--- src/rtl/smmha_tile_sched_if.sv ---
// smmha_tile_sched_if: tile-request channel between the tile scheduler
// (master) and the data streamer (slave). Signal names keep the scheduler's
// point of view, so the _o signals are driven by the master.
interface smmha_tile_sched_if #(
  parameter int ADDR_W = 32,
  parameter int LEN_W  = 16
);
  logic              req_valid_o;
  logic              req_ready_i;
  logic [ADDR_W-1:0] req_src_addr_o;
  logic [ADDR_W-1:0] req_dst_addr_o;
  logic [LEN_W-1:0]  req_len_o;

  modport master (
    output req_valid_o, req_src_addr_o, req_dst_addr_o, req_len_o,
    input  req_ready_i
  );

  modport slave (
    input  req_valid_o, req_src_addr_o, req_dst_addr_o, req_len_o,
    output req_ready_i
  );
endinterface

--- src/rtl/smmha_tile_sched.sv ---
// smmha_tile_sched: splits a job of length_i elements into tiles of
// tile_len_i elements. For each tile it issues one streamer request
// (src/dst/len), pulses the engine start, waits for the engine done, then
// advances both addresses. done_o pulses once when the job is finished.
// Optional build macro SMMHA_TILE_SCHED_PERF_EN adds the cycles_o busy-cycle
// counter; without it there is no port and no counter.
module smmha_tile_sched #(
  parameter int ADDR_W     = 32,
  parameter int LEN_W      = 16,
  parameter int ELEM_BYTES = 4
) (
  input  logic              clk_i,
  input  logic              rst_i,
  input  logic              clear_i,
  input  logic              start_i,
  input  logic [ADDR_W-1:0] in_base_addr_i,
  input  logic [ADDR_W-1:0] out_base_addr_i,
  input  logic [31:0]       length_i,
  input  logic [LEN_W-1:0]  tile_len_i,
  smmha_tile_sched_if.master req_if,
  output logic              eng_start_o,
  input  logic              eng_done_i,
  output logic              busy_o,
  output logic              done_o,
`ifdef SMMHA_TILE_SCHED_PERF_EN
  output logic [31:0]       cycles_o,
`endif
  output logic [LEN_W-1:0]  tile_idx_o
);

  typedef enum logic [2:0] {
    S_IDLE  = 3'd0,
    S_REQ   = 3'd1,
    S_START = 3'd2,
    S_WAIT  = 3'd3,
    S_DONE  = 3'd4
  } state_e;

  state_e            state_q, state_d;
  logic [ADDR_W-1:0] src_q, src_d;
  logic [ADDR_W-1:0] dst_q, dst_d;
  logic [31:0]       rem_q, rem_d;
  logic [LEN_W-1:0]  tile_q, tile_d;
  logic [LEN_W-1:0]  idx_q, idx_d;

  logic [LEN_W-1:0]  cur_len;
  logic [ADDR_W-1:0] step;
  logic [31:0]       rem_after;

  // Current tile length is the smaller of tile size and what is left; the
  // address step and remaining count follow from it.
  always_comb begin
    cur_len   = (rem_q < 32'(tile_q)) ? rem_q[LEN_W-1:0] : tile_q;
    step      = ADDR_W'(cur_len) * ADDR_W'(ELEM_BYTES);
    rem_after = rem_q - 32'(cur_len);
  end

  // Next-state and datapath update for the job sequencer.
  always_comb begin
    state_d = state_q;
    src_d   = src_q;
    dst_d   = dst_q;
    rem_d   = rem_q;
    tile_d  = tile_q;
    idx_d   = idx_q;
    unique case (state_q)
      S_IDLE: begin
        if (start_i) begin
          src_d   = in_base_addr_i;
          dst_d   = out_base_addr_i;
          rem_d   = length_i;
          // A zero tile size would never make progress; use one element.
          tile_d  = (tile_len_i == '0) ? LEN_W'(1) : tile_len_i;
          idx_d   = '0;
          state_d = (length_i == 32'd0) ? S_DONE : S_REQ;
        end
      end
      S_REQ: begin
        if (req_if.req_ready_i) state_d = S_START;
      end
      S_START: state_d = S_WAIT;
      S_WAIT: begin
        if (eng_done_i) begin
          rem_d   = rem_after;
          src_d   = src_q + step;
          dst_d   = dst_q + step;
          idx_d   = idx_q + LEN_W'(1);
          state_d = (rem_after == 32'd0) ? S_DONE : S_REQ;
        end
      end
      S_DONE:  state_d = S_IDLE;
      default: state_d = S_IDLE;
    endcase
  end

  // State and datapath registers; reset and soft clear both abort the job.
  always_ff @(posedge clk_i) begin
    if (rst_i || clear_i) begin
      state_q <= S_IDLE;
      src_q   <= '0;
      dst_q   <= '0;
      rem_q   <= '0;
      tile_q  <= '0;
      idx_q   <= '0;
    end else begin
      state_q <= state_d;
      src_q   <= src_d;
      dst_q   <= dst_d;
      rem_q   <= rem_d;
      tile_q  <= tile_d;
      idx_q   <= idx_d;
    end
  end

`ifdef SMMHA_TILE_SCHED_PERF_EN
  logic [31:0] cycles_q, cycles_d;

  // Busy-cycle counter: restarts on an accepted start, saturates at all-ones.
  always_comb begin
    cycles_d = cycles_q;
    if (state_q == S_IDLE && start_i)             cycles_d = '0;
    else if (state_q != S_IDLE && cycles_q != '1) cycles_d = cycles_q + 32'd1;
  end

  // Counter register.
  always_ff @(posedge clk_i) begin
    if (rst_i || clear_i) cycles_q <= '0;
    else                  cycles_q <= cycles_d;
  end

  assign cycles_o = cycles_q;
`endif

  // Moore outputs decoded from the state; all fields are zero after reset.
  always_comb begin
    req_if.req_valid_o    = (state_q == S_REQ);
    req_if.req_src_addr_o = src_q;
    req_if.req_dst_addr_o = dst_q;
    req_if.req_len_o      = cur_len;
    eng_start_o           = (state_q == S_START);
    busy_o                = (state_q != S_IDLE);
    done_o                = (state_q == S_DONE);
    tile_idx_o            = idx_q;
  end

endmodule

--- src/flat_wrapper.sv ---
// flat-port wrapper written by rule: the top's interface ports become plain ports
module smmha_tile_sched_flat 
#(
  parameter int ADDR_W     = 32,
  parameter int LEN_W      = 16,
  parameter int ELEM_BYTES = 4
)
  (clk_i, rst_i, clear_i, start_i, in_base_addr_i, out_base_addr_i, length_i, tile_len_i, eng_start_o, eng_done_i, busy_o, done_o, tile_idx_o, req_if_req_valid_o, req_if_req_src_addr_o, req_if_req_dst_addr_o, req_if_req_len_o, req_if_req_ready_i);
  smmha_tile_sched_if #(.ADDR_W(ADDR_W), .LEN_W(LEN_W)) req_if_i ();
  input  logic clk_i;
  input  logic rst_i;
  input  logic clear_i;
  input  logic start_i;
  input  logic [ADDR_W-1:0] in_base_addr_i;
  input  logic [ADDR_W-1:0] out_base_addr_i;
  input  logic [31:0] length_i;
  input  logic [LEN_W-1:0] tile_len_i;
  output logic eng_start_o;
  input  logic eng_done_i;
  output logic busy_o;
  output logic done_o;
  output logic [LEN_W-1:0] tile_idx_o;
  output wire logic [$bits(req_if_i.req_valid_o)-1:0] req_if_req_valid_o;
  output wire logic [$bits(req_if_i.req_src_addr_o)-1:0] req_if_req_src_addr_o;
  output wire logic [$bits(req_if_i.req_dst_addr_o)-1:0] req_if_req_dst_addr_o;
  output wire logic [$bits(req_if_i.req_len_o)-1:0] req_if_req_len_o;
  input wire logic [$bits(req_if_i.req_ready_i)-1:0] req_if_req_ready_i;
  assign req_if_req_valid_o = req_if_i.req_valid_o;
  assign req_if_req_src_addr_o = req_if_i.req_src_addr_o;
  assign req_if_req_dst_addr_o = req_if_i.req_dst_addr_o;
  assign req_if_req_len_o = req_if_i.req_len_o;
  assign req_if_i.req_ready_i = req_if_req_ready_i;
  smmha_tile_sched #(.ADDR_W(ADDR_W), .LEN_W(LEN_W), .ELEM_BYTES(ELEM_BYTES)) u_core (.clk_i(clk_i), .rst_i(rst_i), .clear_i(clear_i), .start_i(start_i), .in_base_addr_i(in_base_addr_i), .out_base_addr_i(out_base_addr_i), .length_i(length_i), .tile_len_i(tile_len_i), .req_if(req_if_i), .eng_start_o(eng_start_o), .eng_done_i(eng_done_i), .busy_o(busy_o), .done_o(done_o), .tile_idx_o(tile_idx_o));
endmodule
--- config.mk ---
export PLATFORM = sky130hd
export DESIGN_NAME = smmha_tile_sched_flat
export DESIGN_NICKNAME = d
export VERILOG_FILES = /design/src/rtl/smmha_tile_sched_if.sv /design/src/rtl/smmha_tile_sched.sv /design/src/flat_wrapper.sv
export SDC_FILE = /design/constraint.sdc
export NUM_CORES = 1
export LEC_CHECK = 0
export ABC_AREA = 1
export BUFFER_PORTS_ARGS = -buffer_cell sky130_fd_sc_hd__buf_2
export CAP_MARGIN = 10
export CORE_ASPECT_RATIO = 1.25
export CORE_UTILIZATION = 30
export CTS_CLUSTER_DIAMETER = 150
export DETAILED_ROUTE_END_ITERATION = 7
export PLACE_DENSITY = 0.53
export SYNTH_ARGS = -nofsm -noshare
export SYNTH_HDL_FRONTEND = slang
export SYNTH_SLANG_ARGS = --single-unit
--- constraint.sdc ---
create_clock -name clk_i -period 4.7 [get_ports clk_i]
set_input_delay 0.705 -clock clk_i [delete_from_list [all_inputs] [get_ports clk_i]]
set_output_delay 0.705 -clock clk_i [all_outputs]
set_load 0.005 [all_outputs]
==> results.ini <==
[clock_tree]
cts_root_buf=clkbuf_16
cts_max_level=4
cts_tree=done
numClockSinks=131
clk_pin_slew_ns=0.06
cts_buffer_depth=2
cts_buffers=17
clk_latency_ns=0.45

[synth]
yosysSeqAreaShare_pct=25.1
avgSynthCellArea_sq_um=6.23
async_reset_ff_share_pct=0
synth_most_common_cell=nand2_1
synthAdderAreaFrac_pct=8.25
synth_top_flop_cell=dfxtp_1
synthCells=1674
ys_ff_latch=131
ys_warn_count=0
synth_cell_type_count=55
synth_common_cells=419 x nand2_1, 195 x inv_1, 163 x a21oi_1
syn_nets=1859
synth_top_area_cell=dfxtp_1
synth_compound_area_share_pct=22.1
synthTopCellsByArea=dfxtp_1 25%, nand2_1 15%, a21oi_1 7.8%
synth_simple_gate_area_share_pct=31.6
synth_area_sq_um=10400
synth_xor_area_share_pct=2.60
synth_top_family_by_area=simple AND/OR/NAND/NOR gates
synth_top_area_share_pct=25.1
synth_edf_count=0
synthMuxAreaShare_pct=0

[critical_path]
end_kind=register
reg2regPathDepth=27
critPathMaxFanout=17
worstReg2RegEnd=u_core.req_if.req_src_addr_o[30]$_SDFFE_PP0P_
start_kind=register
r2r_setup_slack_ns=0.36
critPathLaunch=u_core.tile_q[13]$_SDFFE_PP0P_
worstReg2RegStart=u_core.tile_q[13]$_SDFFE_PP0P_
required_ns=5.03
crit_arrival_ns=4.67
worstSetupPathType=register to register
crit_end=u_core.req_if.req_src_addr_o[30]$_SDFFE_PP0P_

[drt]
vias=12000
initialDrtViolationCount=778
postRouteWirelength_mm=40.9
drtAntennaViolNets=0
drc=0
wl_per_cell_um=17.1
avgViaCountPerCell=5.04
dr.pass1.iters=5

[hold_path]
hold_class=register to register

[power]
p_clk_share_pct=36.0
peakVddDrop_uv=214
switching_power_mw=1.43
swShare_pct=36.8
seq_power_share_pct=31.4
power_density_nw_per_um2=295
power_leakage_nw=6.49
comb_power_share_pct=32.6
power_mw=3.89
cell_internal_pwr_mw=2.46

[grt]
track_usage_pct=23.5
antenna_found_initial=3
grt_overflow=0
grt_max_degree=82
first_global_vias=11800
grt_pass1_wl_mm=64.3

[outcome]
status=completed

[timing]
finalHoldViolations=0
fmax_mhz=230
slew_viol_final=0
fin_crit_sh_pct=92.3
worst_slew_pin_slew_ns=1.05
finClkSkew_ns=0.0110
setup_viol=0
rsz0062_at_grt=false
slew_headroom_pct=30.1
fin_crit_ns=4.34

[placed_design]
portBuffers=217
dp.cells=2351
place_congestion=0.931
placed_area_sq_um=12300
dpl.hpwl_mm=31.7

[cells_and_area]
final_layout_size_suffix_gt1_share_pct=22.0
instances_no_fill=2389
fin_nets=2092
area_growth_pct=26.3
final_area_sq_um=13200

[floorplan]
io_pins=218
start_util_pct=30.4
die_h_um=210
die_w_um=169
placementRows=76
dieArea_sq_um=35500
coreArea_sq_um=34300

[run]
maxCapViolCount=0

## repair_timing
action,4_1_cts,5_1_grt
gates resized for setup,7,57
hold buffers,0,0
setup buffers,2,3
setup endpoints to repair,25,40
pin swaps,1,13
## cell families (layout without fill, tap and decap cells)
family,Yosys count,in the layout
AO/OA/AOI/OAI,402,402
AND/OR/NAND/NOR,761,761
buffers and inverters,282,528
XOR/XNOR,31,31
other,0,1
adder cells (fa/ha/maj),67,67
flip-flops,131,131
## power by group through the flow
stage                     combinational [mW]  sequential (mW)  clock, mW
after floorplan                        0.754             1.23          0
after global placement                  1.19             1.24          0
after detailed placement                1.18             1.24          0
after CTS                               1.20             1.22       1.43
after global routing                    1.42             1.23       1.47
final                                   1.27             1.22       1.40
## final cells by class
cell class | instances | area [sq um]
diodes | 1 | 2.50
clock buffers | 18 | 429
clock inverters | 14 | 160
fillers | 3757 | 21200
inverters | 224 | 842
multi-input cells | 1261 | 7030
flip-flops and latches | 131 | 2620
well taps | 468 | 586
repair buffers | 272 | 1500
## cells in the final DEF, fill, tap and decap left out, drive strengths merged, types with 5 or more instances in the layout
cell    synthesis  final
nand2         426    426
buf            14    272
inv           220    221
a221oi         14     14
xnor2          15     15
o21ai         140    140
a21o            5      5
nor3           36     36
nor2          128    128
nand3b          8      8
clkbuf         44     18
nor4           17     17
a21oi         164    164
clkinv          4     11
nand4          21     21
a31oi          11     11
xor2           16     16
o22ai           7      7
nand3         115    115
o211ai         16     16
or2             8      8
a211oi          7      7
dfxtp         131    131
o21bai         20     20
ha             64     64
o21a            8      8
## worst max-delay path, cell delays in order, from the launching register on
cell,delay (ns)
dfxtp_1,0.34
inv_1,0.07
ha_1,0.31
a21oi_1,0.15
nor2_1,0.08
nor4_4,0.29
o311ai_4,0.19
nor4_4,0.17
buf_6,0.17
nand2_8,0.10
nand2_1,0.13
o21ai_4,0.08
buf_4,0.15
ha_1,0.23
fa_2,0.37
nand3_1,0.08
nand2_1,0.10
nand2_1,0.08
nand3b_1,0.12
nand2_1,0.10
nand2_2,0.12
a21o_2,0.26
nand2_2,0.10
nor2_1,0.07
nand2_1,0.09
a21oi_1,0.06
o21ai_1,0.11
a21oi_1,0.07
## worst min path at each step
stage / start / endpoint / slack [ns] / cells past startpoint
floorplan: u_core.tile_idx_o[15]$_SDFFE_PP0P_ / u_core.tile_idx_o[15]$_SDFFE_PP0P_ / 0.45 / 1
global placement: u_core.tile_idx_o[15]$_SDFFE_PP0P_ / u_core.tile_idx_o[15]$_SDFFE_PP0P_ / 0.44 / 1
detailed placement: u_core.req_if.req_dst_addr_o[0]$_SDFFE_PP0P_ / u_core.req_if.req_dst_addr_o[0]$_SDFFE_PP0P_ / 0.45 / 2
CTS: u_core.req_if.req_dst_addr_o[0]$_SDFFE_PP0P_ / u_core.req_if.req_dst_addr_o[0]$_SDFFE_PP0P_ / 0.46 / 2
global route: u_core.req_if.req_dst_addr_o[0]$_SDFFE_PP0P_ / u_core.req_if.req_dst_addr_o[0]$_SDFFE_PP0P_ / 0.48 / 2
finish: u_core.req_if.req_dst_addr_o[0]$_SDFFE_PP0P_ / u_core.req_if.req_dst_addr_o[0]$_SDFFE_PP0P_ / 0.46 / 2
## registers in the layout, summed over array words and instances (netlist names)
signal	cells
u_core.rem_q	32
u_core.req_if.req_dst_addr_o	32
u_core.req_if.req_src_addr_o	32
u_core.state_q	3
u_core.tile_idx_o	16
u_core.tile_q	16
## through the flow
| stage | worst slack, ns | hold WS [ns] | TNS, ns | util [%] |
|---|---|---|---|---|
| 6_report | 0.360 | 0.461 | 0 | 38.4 |
| 5_1_grt | 0.00665 | 0.477 | 0 | 38.4 |
| 4_1_cts | 0.0424 | 0.463 | 0 | 37.6 |
| 3_5_place_dp | -0.295 | 0.454 | -2.47 | 35.7 |
| 3_3_place_gp | -0.344 | 0.440 | -3.28 | 35.7 |
| 2_1_floorplan | 0.755 | 0.449 | 0 | - |
## metal layers
| metal | share of wire (%) | wire [um] | vias to the layer above | global-route usage (%) |
|---|---|---|---|---|
| li1 | - | - | 6057 | - |
| met1 | 43 | 17400 | 5581 | 28.4 |
| met2 | 49 | 20100 | 336 | 41.5 |
| met3 | 5.3 | 2180 | 68 | 4.43 |
| met4 | 2.8 | 1140 | 4 | 7.77 |
| met5 | 0.068 | 28 | - | 0 |
(Power assumes the default switching activity.)
